$ cat config.mk
export PLATFORM = sky130hd
export DESIGN_NAME = vending_change_dispenser
export DESIGN_NICKNAME = d
export VERILOG_FILES = /design/src/rtl/vending_change_dispenser.sv
export SDC_FILE = /design/constraint.sdc
export NUM_CORES = 1
export LEC_CHECK = 0
export ABC_AREA = 1
export CAP_MARGIN = 10
export CORE_AREA = 4 4 89 91
export CTS_CLUSTER_SIZE = 25
export DETAILED_ROUTE_END_ITERATION = 10
export DIE_AREA = 0 0 93 95
export PLACE_DENSITY = 0.79
export REMOVE_ABC_BUFFERS = 1
export SYNTH_ARGS = -nofsm -noshare
export SYNTH_HDL_FRONTEND = slang
export SYNTH_SLANG_ARGS = --single-unit
export TNS_END_PERCENT = 1
$ cat constraint.sdc
create_clock -name clk -period 4.53 [get_ports clk]
set_input_delay 1.359 -clock clk [delete_from_list [all_inputs] [get_ports clk]]
set_output_delay 1.359 -clock clk [all_outputs]
set_load 0.01 [all_outputs]
$ cat src/rtl/vending_change_dispenser.sv
// rtl/vending_change_dispenser.sv - greedy coin change payout from on-board stock (10,5,2,1).
// Optional CHANGE_STATS_EN adds total_paid/coins_paid payout counters.
module vending_change_dispenser #(
  parameter int AMT_W    = 8,
  parameter int INV_W    = 6,
  parameter int INV_INIT = 8
) (
  input  logic             clk,
  input  logic             rst,
  input  logic             req_valid,
  input  logic [AMT_W-1:0] req_amount,
  output logic             req_ready,
  output logic             coin_valid,
  output logic [3:0]       coin_value,
  input  logic             coin_ready,
  input  logic             refill_valid,
  input  logic [1:0]       refill_denom,
  input  logic [INV_W-1:0] refill_count,
  output logic             busy,
  output logic             done,
  output logic [AMT_W-1:0] shortfall,
  output logic [3:0]       stock_empty
`ifdef CHANGE_STATS_EN
  ,
  output logic [15:0]      total_paid,
  output logic [15:0]      coins_paid
`endif
);

  typedef enum logic [1:0] {S_IDLE, S_SELECT, S_EMIT, S_DONE} state_t;

  state_t           state;
  logic [AMT_W-1:0] remaining;
  logic [INV_W-1:0] stock [4];
  logic [INV_W-1:0] stock_nxt [4];
  logic [1:0]       sel_d;
  logic             pick_found;
  logic [1:0]       pick_d;
  logic             coin_take;

  function automatic logic [3:0] den_value(input logic [1:0] d);
    case (d)
      2'd0:    den_value = 4'd10;
      2'd1:    den_value = 4'd5;
      2'd2:    den_value = 4'd2;
      default: den_value = 4'd1;
    endcase
  endfunction

  assign busy      = (state != S_IDLE);
  assign coin_take = (state == S_EMIT) && coin_ready;

  // Scan smallest to largest so the largest affordable in-stock denomination wins.
  always_comb begin
    pick_found = 1'b0;
    pick_d     = 2'd0;
    for (int i = 3; i >= 0; i--) begin
      if ((AMT_W'(den_value(2'(i))) <= remaining) && (stock[i] != '0)) begin
        pick_found = 1'b1;
        pick_d     = 2'(i);
      end
    end
  end

  // Dispense and refill may hit the same counter on one edge; the sum saturates.
  always_comb begin
    for (int i = 0; i < 4; i++) begin
      logic [INV_W:0] sum;
      sum = {1'b0, stock[i]};
      if (coin_take && (sel_d == 2'(i)))
        sum = sum - 1'b1;
      if (refill_valid && (refill_denom == 2'(i)))
        sum = sum + {1'b0, refill_count};
      stock_nxt[i] = sum[INV_W] ? {INV_W{1'b1}} : sum[INV_W-1:0];
      stock_empty[i] = (stock[i] == '0);
    end
  end

  always_ff @(posedge clk) begin
    if (rst) begin
      state      <= S_IDLE;
      req_ready  <= 1'b1;
      coin_valid <= 1'b0;
      coin_value <= 4'd0;
      done       <= 1'b0;
      shortfall  <= '0;
      remaining  <= '0;
      sel_d      <= 2'd0;
      for (int i = 0; i < 4; i++)
        stock[i] <= INV_W'(INV_INIT);
    end else begin
      for (int i = 0; i < 4; i++)
        stock[i] <= stock_nxt[i];
      case (state)
        S_IDLE: begin
          if (req_valid) begin
            remaining <= req_amount;
            req_ready <= 1'b0;
            state     <= S_SELECT;
          end
        end
        S_SELECT: begin
          if (pick_found) begin
            coin_value <= den_value(pick_d);
            sel_d      <= pick_d;
            coin_valid <= 1'b1;
            state      <= S_EMIT;
          end else begin
            done      <= 1'b1;
            shortfall <= remaining;
            state     <= S_DONE;
          end
        end
        S_EMIT: begin
          if (coin_ready) begin
            remaining  <= remaining - AMT_W'(coin_value);
            coin_valid <= 1'b0;
            coin_value <= 4'd0;
            state      <= S_SELECT;
          end
        end
        default: begin
          done      <= 1'b0;
          shortfall <= '0;
          req_ready <= 1'b1;
          state     <= S_IDLE;
        end
      endcase
    end
  end

`ifdef CHANGE_STATS_EN
  always_ff @(posedge clk) begin
    if (rst) begin
      total_paid <= 16'd0;
      coins_paid <= 16'd0;
    end else if (coin_take) begin
      total_paid <= total_paid + 16'(coin_value);
      coins_paid <= coins_paid + 16'd1;
    end
  end
`endif

endmodule

**After elaboration in Yosys (flattened, before gate mapping)**

Memory sizes are Yosys's and may differ from the RTL's.
Index checks and enable logic that the tools add are counted.

- Input port bits: 21
- Memory bits (writable): 24
- Output and inout bits: 20
- Register bits after elaboration: 27
- Memories: 1

- $add $sub $neg: 9
- Reductions and logical operators: 36
- Multiplexer cells: 47
- Bitwise gates (word level): 6
- Equality and inequality tests: 14
- Magnitude comparators: 4

Memories:

| memory | words | width | rd ports | clocked after Yosys merged registers in | wr ports | line | text |
|---|---|---|---|---|---|---|---|
| stock | 4 | 6 | 4 | 0 | 4 | 34 | `logic [INV_W-1:0] stock [4];` |

Operators by type and width:

| operator | count |
|---|---|
| $mux W7 | 8 |
| $mux W6 | 8 |
| $pmux W8 S2 | 2 |
| $add A7 B6 Y7 | 4 |
| $sub A6 B1 Y7 const B | 4 |
| $logic_not A6 Y1 | 4 |
| $mux W8 | 3 |
| $reduce_bool A6 Y1 | 4 |
| $logic_and A1 B1 Y1 | 13 |
| $eq A2 B2 Y1 const B | 6 |
| $mux W1 | 12 |
| $mux W2 | 6 |
| $pmux W4 S3 | 1 |
| $eq A2 B1 Y1 const B | 4 |
| $le A1 B8 Y1 const A | 1 |
| $le A2 B8 Y1 const A | 1 |
| $le A3 B8 Y1 const A | 1 |
| $le A4 B8 Y1 const A | 1 |
| $logic_not A2 Y1 | 4 |
| $mux W4 | 2 |
| $ne A2 B2 Y1 const B | 4 |
| $pmux W4 S2 | 1 |
| $reduce_and A2 Y1 | 4 |
| $sub A8 B4 Y8 | 1 |
| other kinds (7) | 17 |

**Longest topological paths before layout**

An unclocked memory read counts as a cell.

- Word-level depth: 11
- Gate-level depth with buffers: 22

**Worst setup path after synthesis**

Ideal clock, no wire load.

- Path type: input to register
- Start: input port coin_ready
- End: memory stock[0][0]
- Path slack: 1252 ps
- Required time: 4474 ps
- Arrival: 3222 ps
- Cell stages on the path: 19
- Cells stage by stage: nand2_2 nor3_4 nand2_2 nor2_1 nand2_1 xor2_1 inv_1 ha_1 nand2_1 inv_1 nand4_1 nand3_1 nand2_1 or2_2 nand2_1 inv_2 o21ai_1 nand2_1 inv_1

RTL lines:

| item | line | text |
|---|---|---|
| start, declared | 15 | `input logic coin_ready,` |
| end, declared | 34 |  |

==> results.json <==
{
  "status": "finished clean",
  "wl_per_cell_um": 12.69,
  "post-route-drc-count": 0,
  "first_iter_violations": 113,
  "synth_seq_area_share_pct": 24.54,
  "nets": 725,
  "place_area_um2": 4656,
  "design_area_um2": 4773,
  "h-tree-depth": 2,
  "ys_top_cells_by_area": "dfxtp_1, nand2_1, ha_1",
  "postSynthCellCount": 619,
  "cp_max_fo": 5,
  "hpwlAfterDp_um": 7492,
  "arrival_ns": 4.05,
  "final_cell_mix": "nand2_1, inv_1, nor2_1",
  "drive_gt1_share_pct": 10.30,
  "worstSetupPathType": "input port to register",
  "cts.sinks": 51,
  "die_area_um2": 8835,
  "period_needed_ns": 3.792,
  "ys_seq_elements": 51,
  "endpoint_kind": "register",
  "final-seq-area_um2": 1021,
  "slowest_stage": "clkdlybuf4s50_1",
  "io_buffers": 40,
  "critPathMaxStageDelay_ns": 0.54,
  "crit_path_start_kind": "input port",
  "cts_hold_buf": 0,
  "timing.final.crit_share_pct": 83.70,
  "ant_nets": 0,
  "vdd_drop_max_mv": 0.1965,
  "multi_input_area_um2": 2734,
  "cts_tree": "built",
  "insertedDiodeCount": 0,
  "rows": 31,
  "setup_violations": 0,
  "crit_start": "coin_ready",
  "grt_first_pass_wirelength_um": 15770,
  "timing.rr.end": "stock[0][1]$_SDFF_PP0_",
  "rsz0062_at_grt": "false",
  "finalWorstSetupSlack_ns": 0.7383,
  "rrSetupSlack_ns": 1.34,
  "postSynthAreaPerCell_um2": 6.721,
  "numCtsBuffers": 5,
  "path_cells": "clkdlybuf4s50_1, nand2_2, nor3_4, nand2_2, nor2_1, nand2_1, xor2_1, inv_1, ha_1, nand2_1, inv_1, nand4_1, nand3_1, nand2_1, or2_2, nand2_1, inv_2, o21ai_1, nand2_1, inv_1",
  "start_util_pct": 58.29,
  "postCtsSetupRepairBufs": 0,
  "synth_top_cell_by_area": "dfxtp_1",
  "fin_tns_setup_ns": 0,
  "routed_wl_um": 9635,
  "crit_required_ns": 4.78,
  "syn_area_um2": 4160,
  "grt_pass1_vias": 3795,
  "hold_viol_final": 0,
  "cts_buffer_depth": 2,
  "drt_pass1_iterations": 4,
  "antenna_found_initial": 0,
  "yosys_warnings": 0,
  "hold_slack_ns": 0.4735,
  "grt_overflow_total": 0,
  "ff2ff_path_depth": 21,
  "tightestPinTransition_ns": 0.7522,
  "clk_latency_ns": 0.30,
  "io-pin-count": 41,
  "skew_ns": 0.006442,
  "power.density_nw_per_um2": 452.5,
  "final_common_cell": "nand2_1",
  "nFillCells": 660,
  "reg2reg_from": "state[0]$_SDFFE_PP0P_",
  "chipHeight_um": 95,
  "place.gp.congestion": 0.8709,
  "synth_cell_type_count": 39,
  "core_area_um2": 7137,
  "cts_resized": 0,
  "cp_common_cell": "nand2_1",
  "slew_viol_final": 0,
  "synth_top_area_share_pct": 24.54,
  "via_count": 3981,
  "leakagePower_uw": 0.002344,
  "viasPerCell": 5.245,
  "grt_max_degree": 19,
  "cap_violations": 0,
  "crit_end": "stock[0][1]$_SDFF_PP0_",
  "hold_class": "register to register",
  "place_ws_ns": 0.4075,
  "cts_root_buffer": "clkbuf_8",
  "slew_headroom_pct": 49.69,
  "grt_usage_pct": 22.06,
  "clkTransAtPathRegs_ns": 0.10,
  "die_x_um": 93,
  "max_freq_mhz": 263.7,
  "area_delta_synth_final_pct": 14.74
}
[worst max-delay path: cells and delay by family]
family / cells / cell delay, ns
fa+ha+maj: 1 / 0.29
simple gates: 12 / 1.35
xor+xnor: 1 / 0.18
buf+inv: 5 / 0.80
compound gates: 1 / 0.07
[synthesized netlist by cell type, drive strengths merged]
master / count
buf: 3
clkinv: 1
clkbuf: 5
o22ai: 1
or2: 8
o21bai: 1
a211oi: 5
nand4: 17
xor2: 18
ha: 40
nor2: 69
nand2: 155
a21oi: 54
o21a: 1
nor3: 10
fa: 5
xnor2: 7
dfxtp: 51
inv: 97
nand3: 28
o21ai: 34
a221oi: 2
a21o: 3
a31o: 4
[layer usage]
layer,global-route usage (%),vias up,wire length [um]
met5,0,-,0
met4,8.913,0,212
met3,3.028,16,414
met2,41.93,86,4802
met1,24.61,1807,4206
li1,-,2072,-
[worst min-delay path by stage]
stage | to | depth (start not counted) | startpoint | slack [ns]
detailed placement | shortfall[5]$_SDFFE_PP0P_ | 2 | shortfall[5]$_SDFFE_PP0P_ | 0.46
finish | shortfall[5]$_SDFFE_PP0P_ | 2 | shortfall[5]$_SDFFE_PP0P_ | 0.47
floorplan | shortfall[0]$_SDFFE_PP0P_ | 2 | remaining[0]$_SDFFE_PP0P_ | 0.45
CTS | shortfall[5]$_SDFFE_PP0P_ | 2 | shortfall[5]$_SDFFE_PP0P_ | 0.47
global route | shortfall[6]$_SDFFE_PP0P_ | 2 | shortfall[6]$_SDFFE_PP0P_ | 0.51
global placement | coin_valid$_SDFFE_PP0P_ | 2 | coin_valid$_SDFFE_PP0P_ | 0.45
[layout make-up]
type / count / share of cell area [%]
Clock buffer: 6 / 1.730
Clock inverter: 2 / 0.7339
Inverter: 98 / 7.733
Multi-Input combinational cell: 462 / 57.27
Sequential cell: 51 / 21.39
Tap cell: 99 / 2.595
Timing Repair Buffer: 41 / 8.545
[state kept, by name, summed over array words and instances (netlist names)]
name	cells
coin_value	4
sel_d	2
stock	24
remaining	8
state	2
req_ready	1
coin_valid	1
done	1
shortfall	8
[cell families (layout without fill, tap and decap cells)]
logic type               after synthesis  after routing  share of synthesized area (%)
XOR/XNOR                              25             25                          5.263
flip-flops                            51             51                          24.54
buffers and inverters                106            147                          9.744
adder cells (fa/ha/maj)               45             45                          14.44
AND/OR/NAND/NOR                      287            287                          31.76
AO/OA/AOI/OAI                        105            105                          14.26
[per-stage QoR]
step	power, uW	std cells	utilization, %
6_report	2160	759	66.88
5_1_grt	2355	759	66.88
4_1_cts	2161	759	66.88
3_5_place_dp	1823	751	65.23
3_3_place_gp	1778	751	65.23
2_1_floorplan	1521	611	-
[where the power goes]
part           total [uW]  internal (uW)  switching [uW]
sequential            633            538            95.9
clock                 334            179             155
combinational        1190            442             751
Note: power is estimated with default switching activity, not from simulation.
==> RTL change 1, RTL diff (config.mk and constraints unchanged) <==
Set the parameter `AMT_W` to 12 (it was 8).
--- a/src/rtl/vending_change_dispenser.sv
+++ b/src/rtl/vending_change_dispenser.sv
@@ -3,3 +3,3 @@
 module vending_change_dispenser #(
-  parameter int AMT_W    = 8,
+  parameter int AMT_W    = 12,
   parameter int INV_W    = 6,
Ports: changed (resized req_amount and shortfall); port bits go from 41 to 49. The function was not compared with the original's and may differ.
==> RTL change 1 against the unedited design <==
- synthesized area rose by 6.0%
- clock skew is 0.0060 ns higher
- wire length up 10%
- largest cell class unchanged
- sequential cell count up 8
- total power rose by 21%
- setup slack got worse by 0.26 ns
- design area up 8.6%
- via count up 7.9%
- final cell count up 7.4%
==> RTL change 1: results (changes against the unedited design) <==
status: "finished, final reports clean"
synth_compound_area_share_pct: 13.4  # -0.89 points
synth.area.top_cells: "dfxtp_1, nand2_1, ha_1, a21oi_1, inv_1"
wl_per_cell_um: 13.0  # +2.7%
rrSetupSlack_ns: 1.20  # -0.14 ns
synth_xor_area_share_pct: 4.57  # -0.70 points
r2r_cells: 18  # -14%
async_flop_share_pct: 0  # unchanged
met1_usage_pct: 32.7  # +8.1 points
drt-met1-wl_um: 5070  # +20%
hold_end: "coin_valid$_SDFFE_PP0P_"
nNetsFinal: 779  # +7.4%
worst_hold_slack_ns: 0.468  # -0.00575 ns
path_clk_slew_ns: 0.06  # -0.04 ns
max_freq_ghz: 0.247  # -6.4%
use_met2_pct: 41.2  # -0.78 points
cp.arrival_ns: 4.26  # +0.21 ns
peakVddDrop_v: 0.000462  # +140%
r2r-end: "stock[0][1]$_SDFF_PP0_"
p_clk_share_pct: 20.0  # +4.5 points
synthAdderAreaFrac_pct: 13.0  # -1.4 points
r2r_start: "state[0]$_SDFFE_PP0P_"
grt_pass1_wl_um: 17600  # +12%
vias: 4297  # +7.9%
grt_usage_pct: 25.0  # +2.9 points
routed-wl-met3_um: 435  # +5.1%
dp.cells: 799  # +6.4%
p_sw_share_pct: 46.1  # -0.28 points
preCtsSetupSlack_ns: 0.160  # -0.247 ns
syn_avg_cell_area_sq_um: 6.66  # -0.87%
place.gp.congestion: 0.848  # -2.7%
seqPwrFrac_pct: 28.6  # -0.7 points
drt_iter0_markers: 129  # +14%
crit_type: "in2reg"
drive_above_1_share_pct: 7.82  # -2.5 points
ctsHtreeMaxLevel: 3  # +1
reg.largest.list: "stock: 24 flops, remaining: 12 flops, shortfall: 12 flops"
placed_area_sq_um: 4970  # +6.8%
p_leak_uw: 0.00245  # +4.4%
avgViaCountPerCell: 5.27  # +0.52%
grt_pass1_vias: 3962  # +4.4%
hpwlAfterDp_um: 7960  # +6.3%
skew_ns: 0.0124  # +0.00597 ns
ys_types: 36  # -7.7%
seq_area_frac_synth_pct: 26.8  # +2.2 points
portBuffers: 48  # +20%
synthMuxAreaShare_pct: 0.227  # +0.23 points
tightest_slew_ns: 0.588  # -0.164 ns
p_clk_uw: 523  # +57%
met3_usage_pct: 5.50  # +2.5 points
clock_latency_ns: 0.36  # +0.06 ns
synth_common_cells: "nand2_1, inv_1, nor2_1"
==> RTL change 1: cell types whose count changed after synthesis, sizes merged, moves of 9 or more <==
cell,delta
nand3,+10
inv,-10
a21oi,+9
nand2,+25
==> RTL change 1: worst max-delay path: stages <==
cell,delay (ns)
clkdlybuf4s50_1,0.53
nand2_2,0.15
nor3_2,0.28
inv_1,0.12
nand2_1,0.09
nand2_1,0.06
ha_1,0.21
fa_1,0.41
nand3_1,0.10
nand2_1,0.07
nand2_1,0.08
nand2_1,0.05
a21oi_1,0.13
nor2_1,0.07
xnor2_1,0.42
a21oi_1,0.14
==> RTL change 1: cell type report <==
| type | count | area (sq um) |
|---|---|---|
| multi-input cells | 503 | 2840 |
| fillers | 625 | 1950 |
| flip-flops and latches | 59 | 1180 |
| well taps | 99 | 124 |
| clock inverters | 4 | 47.5 |
| inverters | 88 | 330 |
| repair buffers | 50 | 495 |
| clock buffers | 12 | 165 |
==> RTL change 2, RTL diff (same flow settings) <==
Made on the original files. The 4 states of `state_t` get a one-hot encoding in 4 bits.
--- a/src/rtl/vending_change_dispenser.sv
+++ b/src/rtl/vending_change_dispenser.sv
@@ -29,3 +29,3 @@
 
-  typedef enum logic [1:0] {S_IDLE, S_SELECT, S_EMIT, S_DONE} state_t;
+  typedef enum logic [3:0] {S_IDLE = 4'b0001, S_SELECT = 4'b0010, S_EMIT = 4'b0100, S_DONE = 4'b1000} state_t;
 
Behaviour: no difference found for any inputs over 10 cycles, from zero or initial values and one cycle with rst high; not proved beyond that.
==> RTL change 2 against the unedited design <==
- largest cell class unchanged
- design area rose by 7.4%
- count of clock-buffer cells in the layout is 1 lower
- wire length grew 15%
- setup slack worse by 0.21 ns
- sequential cell count up 2
- first-iteration DRC count rose by 78%
- total power fell by 33%
- synthesized area increased by 8.8%
- maximum frequency fell by 5.3%
- global-route usage increased by 3.7 points
- via count grew 15%
- critical endpoint is now stock[1][3]$_SDFF_PP1_
- sequential power decreased by 11%
==> RTL change 2: results (changes against the unedited design) <==
drive_above_1_share_pct: 6.16  # -4.1 points
grt_pass1_wl_um: 18400  # +17%
p_leak_uw: 0.00258  # +10%
met3_usage_pct: 3.35  # +0.32 points
seq_area_frac_synth_pct: 23.4  # -1.1 points
firstDrtPassIters: 5  # +1
hpwlAfterDp_um: 8750  # +17%
synth_common_cells: "nand2_1, inv_1, nor2_1"
skew_ns: 0.0113  # +0.00488 ns
met1_usage_pct: 34.6  # +10 points
grt_max_degree: 35  # +16
fill_cells: 676  # +2.4%
placed_area_sq_um: 5040  # +8.2%
cp_max_fo: 7  # +2
syn2layout_area_growth_pct: 13.3
reg.largest.list: "stock: 24 flops, remaining: 8 flops, shortfall: 8 flops"
use_met2_pct: 43.9  # +1.9 points
vias: 4574  # +15%
nNetsFinal: 822  # +13%
peakVddDrop_v: 0.000175  # -11%
place.gp.congestion: 0.868  # -0.31%
synth.area.top_cells: "dfxtp_1, nand2_1, inv_1, ha_1, nor2_1"
internal_power_uw: 849  # -27%
tightest_slew_ns: 0.604  # -0.148 ns
clock_latency_ns: 0.32  # +0.02 ns
status: "finished, final reports clean"
drt_iter0_markers: 201  # +78%
grt_pass1_vias: 4110  # +8.3%
portBuffers: 40  # unchanged
grt_usage_pct: 25.7  # +3.7 points
async_flop_share_pct: 0  # unchanged
## RTL change 2: cell count changes in the layout (fill, tap and decap cells not counted), moves of 6 or more
cell	change
a21oi_1	-9
nand3_1	+24
inv_1	+46
nor2_1	+14
inv_2	-17
o21ai_1	-7
o21ai_0	+19
ha_1	-6
nand2_1	+31
nor3_1	+7
## RTL change 2: layout make-up
| class | instances | area share (%) |
|---|---|---|
| clock buffer | 5 | 1.34 |
| clock inverter | 3 | 0.415 |
| inverter | 129 | 9.44 |
| multi-input combinational | 529 | 57.3 |
| sequential | 53 | 20.7 |
| tap | 99 | 2.42 |
| timing repair buffer | 44 | 8.39 |
## RTL change 2: final timing paths
path                                  start                        end  slack, ns  cells past startpoint
hold / removal    shortfall[7]$_SDFFE_PP0P_  shortfall[7]$_SDFFE_PP0P_       0.46                      2
hold reg to reg   shortfall[7]$_SDFFE_PP0P_  shortfall[7]$_SDFFE_PP0P_       0.46                      2
setup reg to reg      state[2]$_SDFFE_PP0P_     stock[1][3]$_SDFF_PP1_       1.53                     17
setup / recovery                 coin_ready     stock[1][3]$_SDFF_PP1_       0.53                     16
## RTL change 2: routing by layer
metal / vias to the layer above / wire [um] / share of wire (%)
met5: - / 0 / 0
met4: 0 / 171 / 1.5
met3: 16 / 559 / 5.0
met2: 130 / 5200 / 47
met1: 2047 / 5140 / 46
li1: 2381 / - / -
## RTL change 2: cell families after synthesis
| logic type | Yosys count | share of synthesized area (%) |
|---|---|---|
| DFF | 53 | 23.4 |
| xor gates and xnor gates | 20 | 3.87 |
| and+or+nand+nor | 366 | 36.9 |
| muxes | 1 | 0.221 |
| buffers and inverters | 138 | 11.7 |
| AOI/OAI and AO/OA | 103 | 12.3 |
| adders and majority gates | 39 | 11.6 |
## RTL change 2: power groups by stage
stage	clock, uW	combinational [uW]	sequential [uW]
floorplan	0	438	562
global placement	0	577	571
detailed placement	0	591	572
CTS	286	596	562
global route	303	683	570
finish	282	603	563
## RTL change 2: worst max-delay path: stages
cell             delay, ns
clkdlybuf4s50_1       0.48
nand3_2               0.26
clkinv_1              0.21
nand3_2               0.16
o21ai_0               0.27
and2_1                0.17
inv_1                 0.04
ha_1                  0.32
a21oi_1               0.19
o21ai_0               0.09
nor2_1                0.15
inv_1                 0.06
nand2_1               0.06
nand2_1               0.08
a21boi_0              0.22
nand2_1               0.09
## RTL change 2: through the flow
stage	utilization [%]	setup WS, ns	instances	total power [uW]
floorplan	-	1.02	711	1000
global placement	70.6	0.338	854	1150
detailed placement	70.6	0.246	854	1160
CTS	71.9	0.563	862	1440
global route	71.9	0.234	862	1560
finish	71.9	0.527	862	1450
